$ cat config.mk
export PLATFORM = sky130hd
export DESIGN_NAME = portal_out_arbiter
export DESIGN_NICKNAME = d
export VERILOG_FILES = /design/src/rtl/portal_out_arbiter_pkg.sv /design/src/rtl/portal_out_arbiter_rr_select.sv /design/src/rtl/portal_out_arbiter.sv
export SDC_FILE = /design/constraint.sdc
export NUM_CORES = 1
export LEC_CHECK = 0
export ABC_AREA = 1
export BUFFER_PORTS_ARGS = -buffer_cell sky130_fd_sc_hd__buf_4
export CAP_MARGIN = 25
export CELL_PAD_IN_SITES_DETAIL_PLACEMENT = 1
export CELL_PAD_IN_SITES_GLOBAL_PLACEMENT = 2
export CORE_ASPECT_RATIO = 0.9
export CORE_MARGIN = 5
export CORE_UTILIZATION = 36
export DETAILED_ROUTE_END_ITERATION = 7
export PLACE_DENSITY = 0.88
export SLEW_MARGIN = 20
export SYNTH_ARGS = -nofsm -noshare
export SYNTH_HDL_FRONTEND = slang
export SYNTH_SLANG_ARGS = --single-unit
$ cat constraint.sdc
create_clock -name CLK -period 16.1 [get_ports CLK]
set_input_delay 3.22 -clock CLK [delete_from_list [all_inputs] [get_ports CLK]]
set_output_delay 3.22 -clock CLK [all_outputs]
set_load 0.005 [all_outputs]
$ cat src/rtl/portal_out_arbiter_pkg.sv
// Shared constants and helpers for the indication-portal output arbiter.
// Holds id/length widths, portal interface ids and the round-robin pick.
package portal_out_arbiter_pkg;

    localparam int IFC_ID_WIDTH = 16;
    localparam int LENGTH_WIDTH = 16;
    localparam int MAX_PORTALS  = 16;

    // Interface ids of the indication portals (IfcNames).
    localparam int IfcNamesEchoIndication = 5;
    localparam int IfcNamesEchoRequest    = 6;
    localparam int IfcNamesSwallow        = 7;

    // First set bit of req searching upward from last+1, wrapping at n.
    // Returns 0 when nothing is requested; callers qualify with any-request.
    function automatic logic [3:0] round_robin_pick(
        input logic [MAX_PORTALS-1:0] req,
        input logic [3:0]             last,
        input int                     n
    );
        logic [3:0] pick;
        logic       found;
        int         idx;
        pick  = '0;
        found = 1'b0;
        for (int k = 1; k <= n; k++) begin
            idx = (int'(last) + k) % n;
            if (!found && req[idx]) begin
                pick  = 4'(idx);
                found = 1'b1;
            end
        end
        return pick;
    endfunction

endpackage

$ cat src/rtl/portal_out_arbiter_rr_select.sv
// Combinational round-robin selector: request vector + last grant -> winner.
// Ports: req, lastGrant in; grantIdx, grantOneHot, anyReq out.
module portal_out_arbiter_rr_select
    import portal_out_arbiter_pkg::*;
#(
    parameter int NUM_REQ = 4,
    parameter int IDX_W   = 2
) (
    input  logic [NUM_REQ-1:0] req,
    input  logic [IDX_W-1:0]   lastGrant,
    output logic [IDX_W-1:0]   grantIdx,
    output logic [NUM_REQ-1:0] grantOneHot,
    output logic               anyReq
);

    always_comb begin
        anyReq      = |req;
        grantIdx    = IDX_W'(round_robin_pick(
                          MAX_PORTALS'(req), 4'(lastGrant), NUM_REQ));
        grantOneHot = '0;
        if (anyReq) begin
            grantOneHot = NUM_REQ'(1) << grantIdx;
        end
    end

endmodule

$ cat src/rtl/portal_out_arbiter.sv
// Shares the outgoing bus adapter between NUM_PORTALS indication portals.
// Ports: CLK, RST; ind_enq__ENA/RDY/v per portal; out_enq__ENA/RDY,
// out_data (id stamped in [15:0]), out_length, out_portal (debug).
module portal_out_arbiter
    import portal_out_arbiter_pkg::*;
#(
    parameter int NUM_PORTALS = 4,
    parameter int DATA_WIDTH  = 128,
    parameter int ID_BASE     = IfcNamesEchoIndication
) (
    input  logic                              CLK,
    input  logic                              RST,
    input  logic [NUM_PORTALS-1:0]            ind_enq__ENA,
    output logic [NUM_PORTALS-1:0]            ind_enq__RDY,
    input  logic [NUM_PORTALS*DATA_WIDTH-1:0] ind_enq_v,
    output logic                              out_enq__ENA,
    input  logic                              out_enq__RDY,
    output logic [DATA_WIDTH-1:0]             out_data,
    output logic [LENGTH_WIDTH-1:0]           out_length,
    output logic [$clog2((NUM_PORTALS > 1) ? NUM_PORTALS : 2)-1:0] out_portal
);

    localparam int IDX_W = $clog2((NUM_PORTALS > 1) ? NUM_PORTALS : 2);
    localparam logic [IFC_ID_WIDTH-1:0] idBase = IFC_ID_WIDTH'(ID_BASE);

    logic [NUM_PORTALS-1:0] slotFull;
    logic [DATA_WIDTH-1:0]  slotData [NUM_PORTALS];
    logic                   outValid;
    logic [IDX_W-1:0]       lastGrant;
    logic [DATA_WIDTH-1:0]  outData;
    logic [LENGTH_WIDTH-1:0] outLength;
    logic [IDX_W-1:0]       outPortal;

    logic [IDX_W-1:0]       grantIdx;
    logic [NUM_PORTALS-1:0] grantOneHot;
    logic                   anyReq;
    logic                   transfer;
    logic                   load;
    logic [NUM_PORTALS-1:0] accept;
    logic [NUM_PORTALS-1:0] clearMask;
    logic [DATA_WIDTH-1:0]  winData;
    logic [IFC_ID_WIDTH-1:0] winId;

    portal_out_arbiter_rr_select #(
        .NUM_REQ (NUM_PORTALS),
        .IDX_W   (IDX_W)
    ) uSelect (
        .req         (slotFull),
        .lastGrant   (lastGrant),
        .grantIdx    (grantIdx),
        .grantOneHot (grantOneHot),
        .anyReq      (anyReq)
    );

    // RDY comes straight from the slot flops: no input-to-RDY path.
    assign ind_enq__RDY = ~slotFull;
    assign out_enq__ENA = outValid;
    assign out_data     = outData;
    assign out_length   = outLength;
    assign out_portal   = outPortal;

    always_comb begin
        transfer  = outValid && out_enq__RDY;
        load      = (!outValid || transfer) && anyReq;
        accept    = ind_enq__ENA & ~slotFull;
        clearMask = '0;
        if (load) begin
            clearMask = grantOneHot;
        end
        winData = slotData[grantIdx];
        winId   = idBase + IFC_ID_WIDTH'(grantIdx);
    end

    always_ff @(posedge CLK) begin
        if (RST) begin
            slotFull  <= '0;
            outValid  <= 1'b0;
            lastGrant <= IDX_W'(NUM_PORTALS - 1);
            outData   <= '0;
            outLength <= '0;
            outPortal <= '0;
        end else begin
            // A loaded slot is never accepting (it was full), so the
            // clear and set masks never overlap.
            slotFull <= (slotFull & ~clearMask) | accept;
            if (load) begin
                outValid  <= 1'b1;
                outData   <= {winData[DATA_WIDTH-1:IFC_ID_WIDTH], winId};
                outLength <= winData[LENGTH_WIDTH-1:0];
                outPortal <= grantIdx;
                lastGrant <= grantIdx;
            end else if (transfer) begin
                outValid <= 1'b0;
            end
        end
    end

    // Slot payload only matters while its full flag is set.
    always_ff @(posedge CLK) begin
        for (int i = 0; i < NUM_PORTALS; i++) begin
            if (accept[i]) begin
                slotData[i] <= ind_enq_v[i*DATA_WIDTH +: DATA_WIDTH];
            end
        end
    end

endmodule

=== After elaboration in Yosys (flattened, before gate mapping) ===
Memories as Yosys holds them, arrays and structs flattened. A register that Yosys moved wholly into a read port is not among the register bits.
Cells that the tools add are included.
Widths: inputs -> output; s select.

* Flip-flop bits (word level): 137
* RAM bits: 512
* Output and inout bits: 151
* Word-level logic and storage cells: 72
* Memories kept: 1

{| class="wikitable"
|+ Memory list
! memory !! words !! bits a word !! rd ports !! clocked after Yosys merged registers in !! write ports !! RTL line !! source
|-
| slotData || 4 || 128 || 1 || 1 || 4 || portal_out_arbiter.sv:27 || <nowiki>logic [DATA_WIDTH-1:0] slotData [NUM_PORTALS];</nowiki>
|}

* Add/sub/neg operators: 5
* $lt $le $gt $ge: 4
* Shift operators: 1
* Mux-type cells: 31
* Bitwise operators: 9
* Reductions and logical operators: 16

{| class="wikitable"
|+ Operator list
! kind !! count
|-
| $lt 3x6->1 const B || 4
|-
| $mux 1 || 21
|-
| $bmux 1 s3 || 4
|-
| $and 4x4->4 || 2
|-
| $mux 2 || 4
|-
| $mux 4 || 2
|-
| $not 4->4 || 2
|-
| $reduce_or 2->1 || 4
|-
| $logic_and 1x1->1 || 5
|-
| $add 2x1->2 const B || 2
|-
| $add 2x2->2 const B || 2
|-
| $add 3x2->4 const A || 1
|-
| $and 1x1->1 const A || 4
|-
| $logic_not 1->1 || 4
|-
| $or 4x4->4 || 1
|-
| $reduce_or 4->1 || 1
|-
| $shl 1x2->4 const A || 1
|-
| $reduce_bool 2->1 || 1
|-
| $logic_or 1x1->1 || 1
|}

=== Logic depth before layout (Yosys ltp) ===
* Depth in word-level cells: 22
* Gate-level depth with buffers: 19
* Depth with buffers taken out: 15

=== Hierarchy ===
Synthesis repeated with hierarchy kept, for this count alone.

* Cell total of the unflattened synthesis: 2325
* Area, all modules: 25459.4 um^2

{| class="wikitable"
|+ By module, submodules not included
! module !! times used !! cells an instance !! area each (um^2)
|-
| portal_out_arbiter || 1 || 2258 || 25131.6
|-
| portal_out_arbiter_rr_select || 1 || 67 || 327.8
|}

=== Worst setup path after synthesis ===
Ideal clock, no wire load.

* Kind: input to register
* Start: input ind_enq__ENA[3]
* End: memory slotData[3][0], enable pin
* Arrival: 8.644 ns
* Data required time: 15.478 ns
* Path slack: 6.834 ns
* Stages: 2
* Path buffers: 0
* Path through: inv_1 > nor2_1

{| class="wikitable"
|+ RTL lines
! what !! RTL line !! source
|-
| start: declaration || portal_out_arbiter.sv:13 || <nowiki>input logic [NUM_PORTALS-1:0] ind_enq__ENA,</nowiki>
|-
| end: declaration || portal_out_arbiter.sv:27 ||
|}

=== Worst setup path in the final report ===
* Start: input out_enq__RDY
* End: register slotFull[2]

* Word-level cells in the longest chain between the ends: 7

{| class="wikitable"
|+ RTL lines
! what !! RTL line !! source
|-
| start: declaration || portal_out_arbiter.sv:17 || <nowiki>input logic out_enq__RDY,</nowiki>
|-
| $logic_and 1x1->1 || portal_out_arbiter.sv:63 || <nowiki>transfer = outValid && out_enq__RDY;</nowiki>
|-
| $logic_or 1x1->1 || portal_out_arbiter.sv:64 || <nowiki>load = (!outValid || transfer) && anyReq;</nowiki>
|-
| $logic_and 1x1->1 || portal_out_arbiter.sv:64 ||
|-
| $mux 4 || portal_out_arbiter.sv:67 || <nowiki>if (load) begin</nowiki>
|-
| $not 4->4 || portal_out_arbiter.sv:85 || <nowiki>slotFull <= (slotFull & ~clearMask) | accept;</nowiki>
|-
| $and 4x4->4 || portal_out_arbiter.sv:85 ||
|-
| $or 4x4->4 || portal_out_arbiter.sv:85 ||
|-
| end signal: assignment || portal_out_arbiter.sv:85 ||
|-
| end: declaration || portal_out_arbiter.sv:26 || <nowiki>logic [NUM_PORTALS-1:0] slotFull;</nowiki>
|}

No other way between the ends.
A chain may end at the register's enable or synchronous reset.

==> reports/metrics.yaml <==
routing:
  avgRoutedWirePerCell_microns: 25.4
  drc: 0
  firstDrtPassIters: 5
  met3_length_microns: 7330
  highest_layer: "met5"
  ant_nets: 0
  drt-vias-per-instance: 5.27
  dr_wl_met2_microns: 46100
  totalWireLength_microns: 93500
  drt_iter0_drc: 1528
  wl_met1_microns: 36700
  vias: 19386
critical_path:
  crit_path_end_kind: "register"
  start_kind: "input pin"
  critPathKind: "input pin to register"
  crit_required_ns: 16.58
  cp_max_fo: 89
  r2r_setup_slack_ns: 10.96
  worstPathArrival_ns: 6.07
grt:
  grt_pass1_wl_microns: 133000
  antenna_found_initial: 13
  grt_overflow: 0
  grt_max_degree: 183
  grt_pass1_vias: 20534
  grt_use_total_pct: 23.9
cts:
  cts_root_buf: "clkbuf_16"
  path_clk_slew_ns: 0.06
  insertion_delay_ns: 0.61
  post_cts_resized: 0
  ctsHtreeMaxLevel: 3
  cts_buffers: 71
  post_cts_buffers: 0
  cts_tree: "done"
  cts_hold_buf: 0
  cts.path.max_buffers: 3
  cts_sinks: 653
final_layout:
  final_net_count: 3205
  drive_above_1_share_pct: 29.6
  syn_to_final_growth_pct: 32.4
  layout_commonest_cell: "buf_4"
  final_cell_mix: "buf_4 (678), edfxtp_1 (512), nand3_1 (449), nand2_1 (287), nor2_1 (259)"
sta:
  min_period_ns: 5.59
  max_slew_margin_pct: 13.5
  fin_ws_ns: 10.51
  skew_ns: 0.0281
  fin_crit_sh_pct: 34.7
  hold_viol_final: 0
  setup-tns-final_ns: 0
  rsz0062_at_grt: "false"
  maxSlewViolCount: 0
  worst_pin_slew_ns: 1.30
  setup_viol_count_final: 0
  max_freq_mhz: 179
synth:
  ys_warn_count: 0
  synth_area_per_cell_sq_um: 11.9
  seq_area_frac_synth_pct: 73.3
  synth_cells: 2087
  syn_area_sq_um: 24800
  ys_ff_latch: 653
  synth_cell_types: 26
floorplanning:
  chipWidth_microns: 287
  initial_core_util_pct: 36.3
  dieArea_sq_um: 74300
  core_area_sq_um: 68400
  ios: 670
  rows: 91
  die_h_microns: 259
placement:
  dp.final_hpwl_microns: 60700
  io_buffers: 657
  gp_congestion: 0.836
  place_ws_ns: 9.93
pwr:
  p_per_area_nw_per_um2: 206
  irDropWorstVdd_uv: 261
  power.leakage_nw: 13.3
  power_w: 0.00678
run:
  drv_cap: 0
worst_hold_path:
  hp-class: "register to register"
run_status:
  outcome: "finished, final reports clean"
-- layer usage --
layer  track usage, %  vias to the layer above
met3             5.92                      186
met1             29.6                     9696
met5                0                        -
met4             8.51                       10
li1                 -                     8669
met2             40.9                      825
-- area by class of cell --
type / instances / area [sq um]
Inverter: 22 / 101
Clock inverter: 30 / 392
Sequential cell: 653 / 18200
Fill cell: 7331 / 35600
Antenna cell: 8 / 20.0
Timing Repair Buffer: 681 / 5160
Tap cell: 930 / 1160
Multi-Input combinational cell: 1257 / 5830
Clock buffer: 101 / 2000
-- sequential cells by signal, indices dropped and copies added, names as in the netlist --
register,cells
lastGrant,2
out_length,16
slotFull,4
out_portal,2
slotData,512
out_data,116
out_enq__ENA,1
-- cells in the mapped netlist --
master    instances  share of area (%)
a21oi_1           7               0.14
a31oi_1           1              0.025
buf_1             5              0.076
buf_2            61                1.2
buf_4            30               0.91
buf_6             3               0.14
clkbuf_1         67                1.0
conb_1            1              0.015
dfxtp_1         141                 11
edfxtp_1        512                 62
inv_1            15               0.23
inv_2             7               0.11
nand2_1         287                4.3
nand2_2           3              0.076
nand3_1         449                9.1
nand3_2           2              0.081
nand3b_1          1              0.030
nand4_1          88                2.2
nand4_2           1              0.050
nor2_1          263                4.0
nor2_2            2              0.050
nor2_4            1              0.045
nor4_1            1              0.025
o211ai_1          5               0.15
o21ai_0         131                2.6
o21ai_1           3              0.060
-- worst paths after layout --
kind	startpoint	endpoint	cells past startpoint
max	out_enq__RDY	slotFull[2]	8
min	out_data[3]	out_data[3]	2
max reg2reg	lastGrant[0]	out_data[104]	12
min reg2reg	out_data[3]	out_data[3]	2
-- critical path: stages --
cell	delay, ns
buf_4	0.07
nor2_1	0.07
nor2_4	0.70
buf_4	0.59
buf_4	0.76
inv_1	0.24
o21ai_0	0.22
a21oi_1	0.08
-- cell families (layout without fill, tap and decap cells) --
family / count (synthesis) / in the layout / synth area share, %
other cells: 1 / 20 / 0.0151
simple gates: 1098 / 1098 / 19.9
flops: 653 / 653 / 73.3
compound gates: 147 / 147 / 3.02
buf+inv: 188 / 834 / 3.70
-- where the power goes --
group / switching (W) / internal [W] / leakage [nW]
clock network: 0.000693 / 0.000987 / 1.17
registers: 0.000127 / 0.00211 / 6.08
logic: 0.00204 / 0.000827 / 6.02
-- through the flow --
step | utilization, % | area [sq um] | hold slack [ns] | cells
after floorplan | - | 24900 | 0.462 | 2098
after global placement | 44.4 | 30400 | 0.464 | 3541
after detailed placement | 44.5 | 30400 | 0.471 | 3542
after CTS | 48.0 | 32800 | 0.479 | 3673
after global routing | 48.0 | 32900 | 0.507 | 3682
final | 48.0 | 32900 | 0.476 | 3682
(Power assumes the default switching activity.)
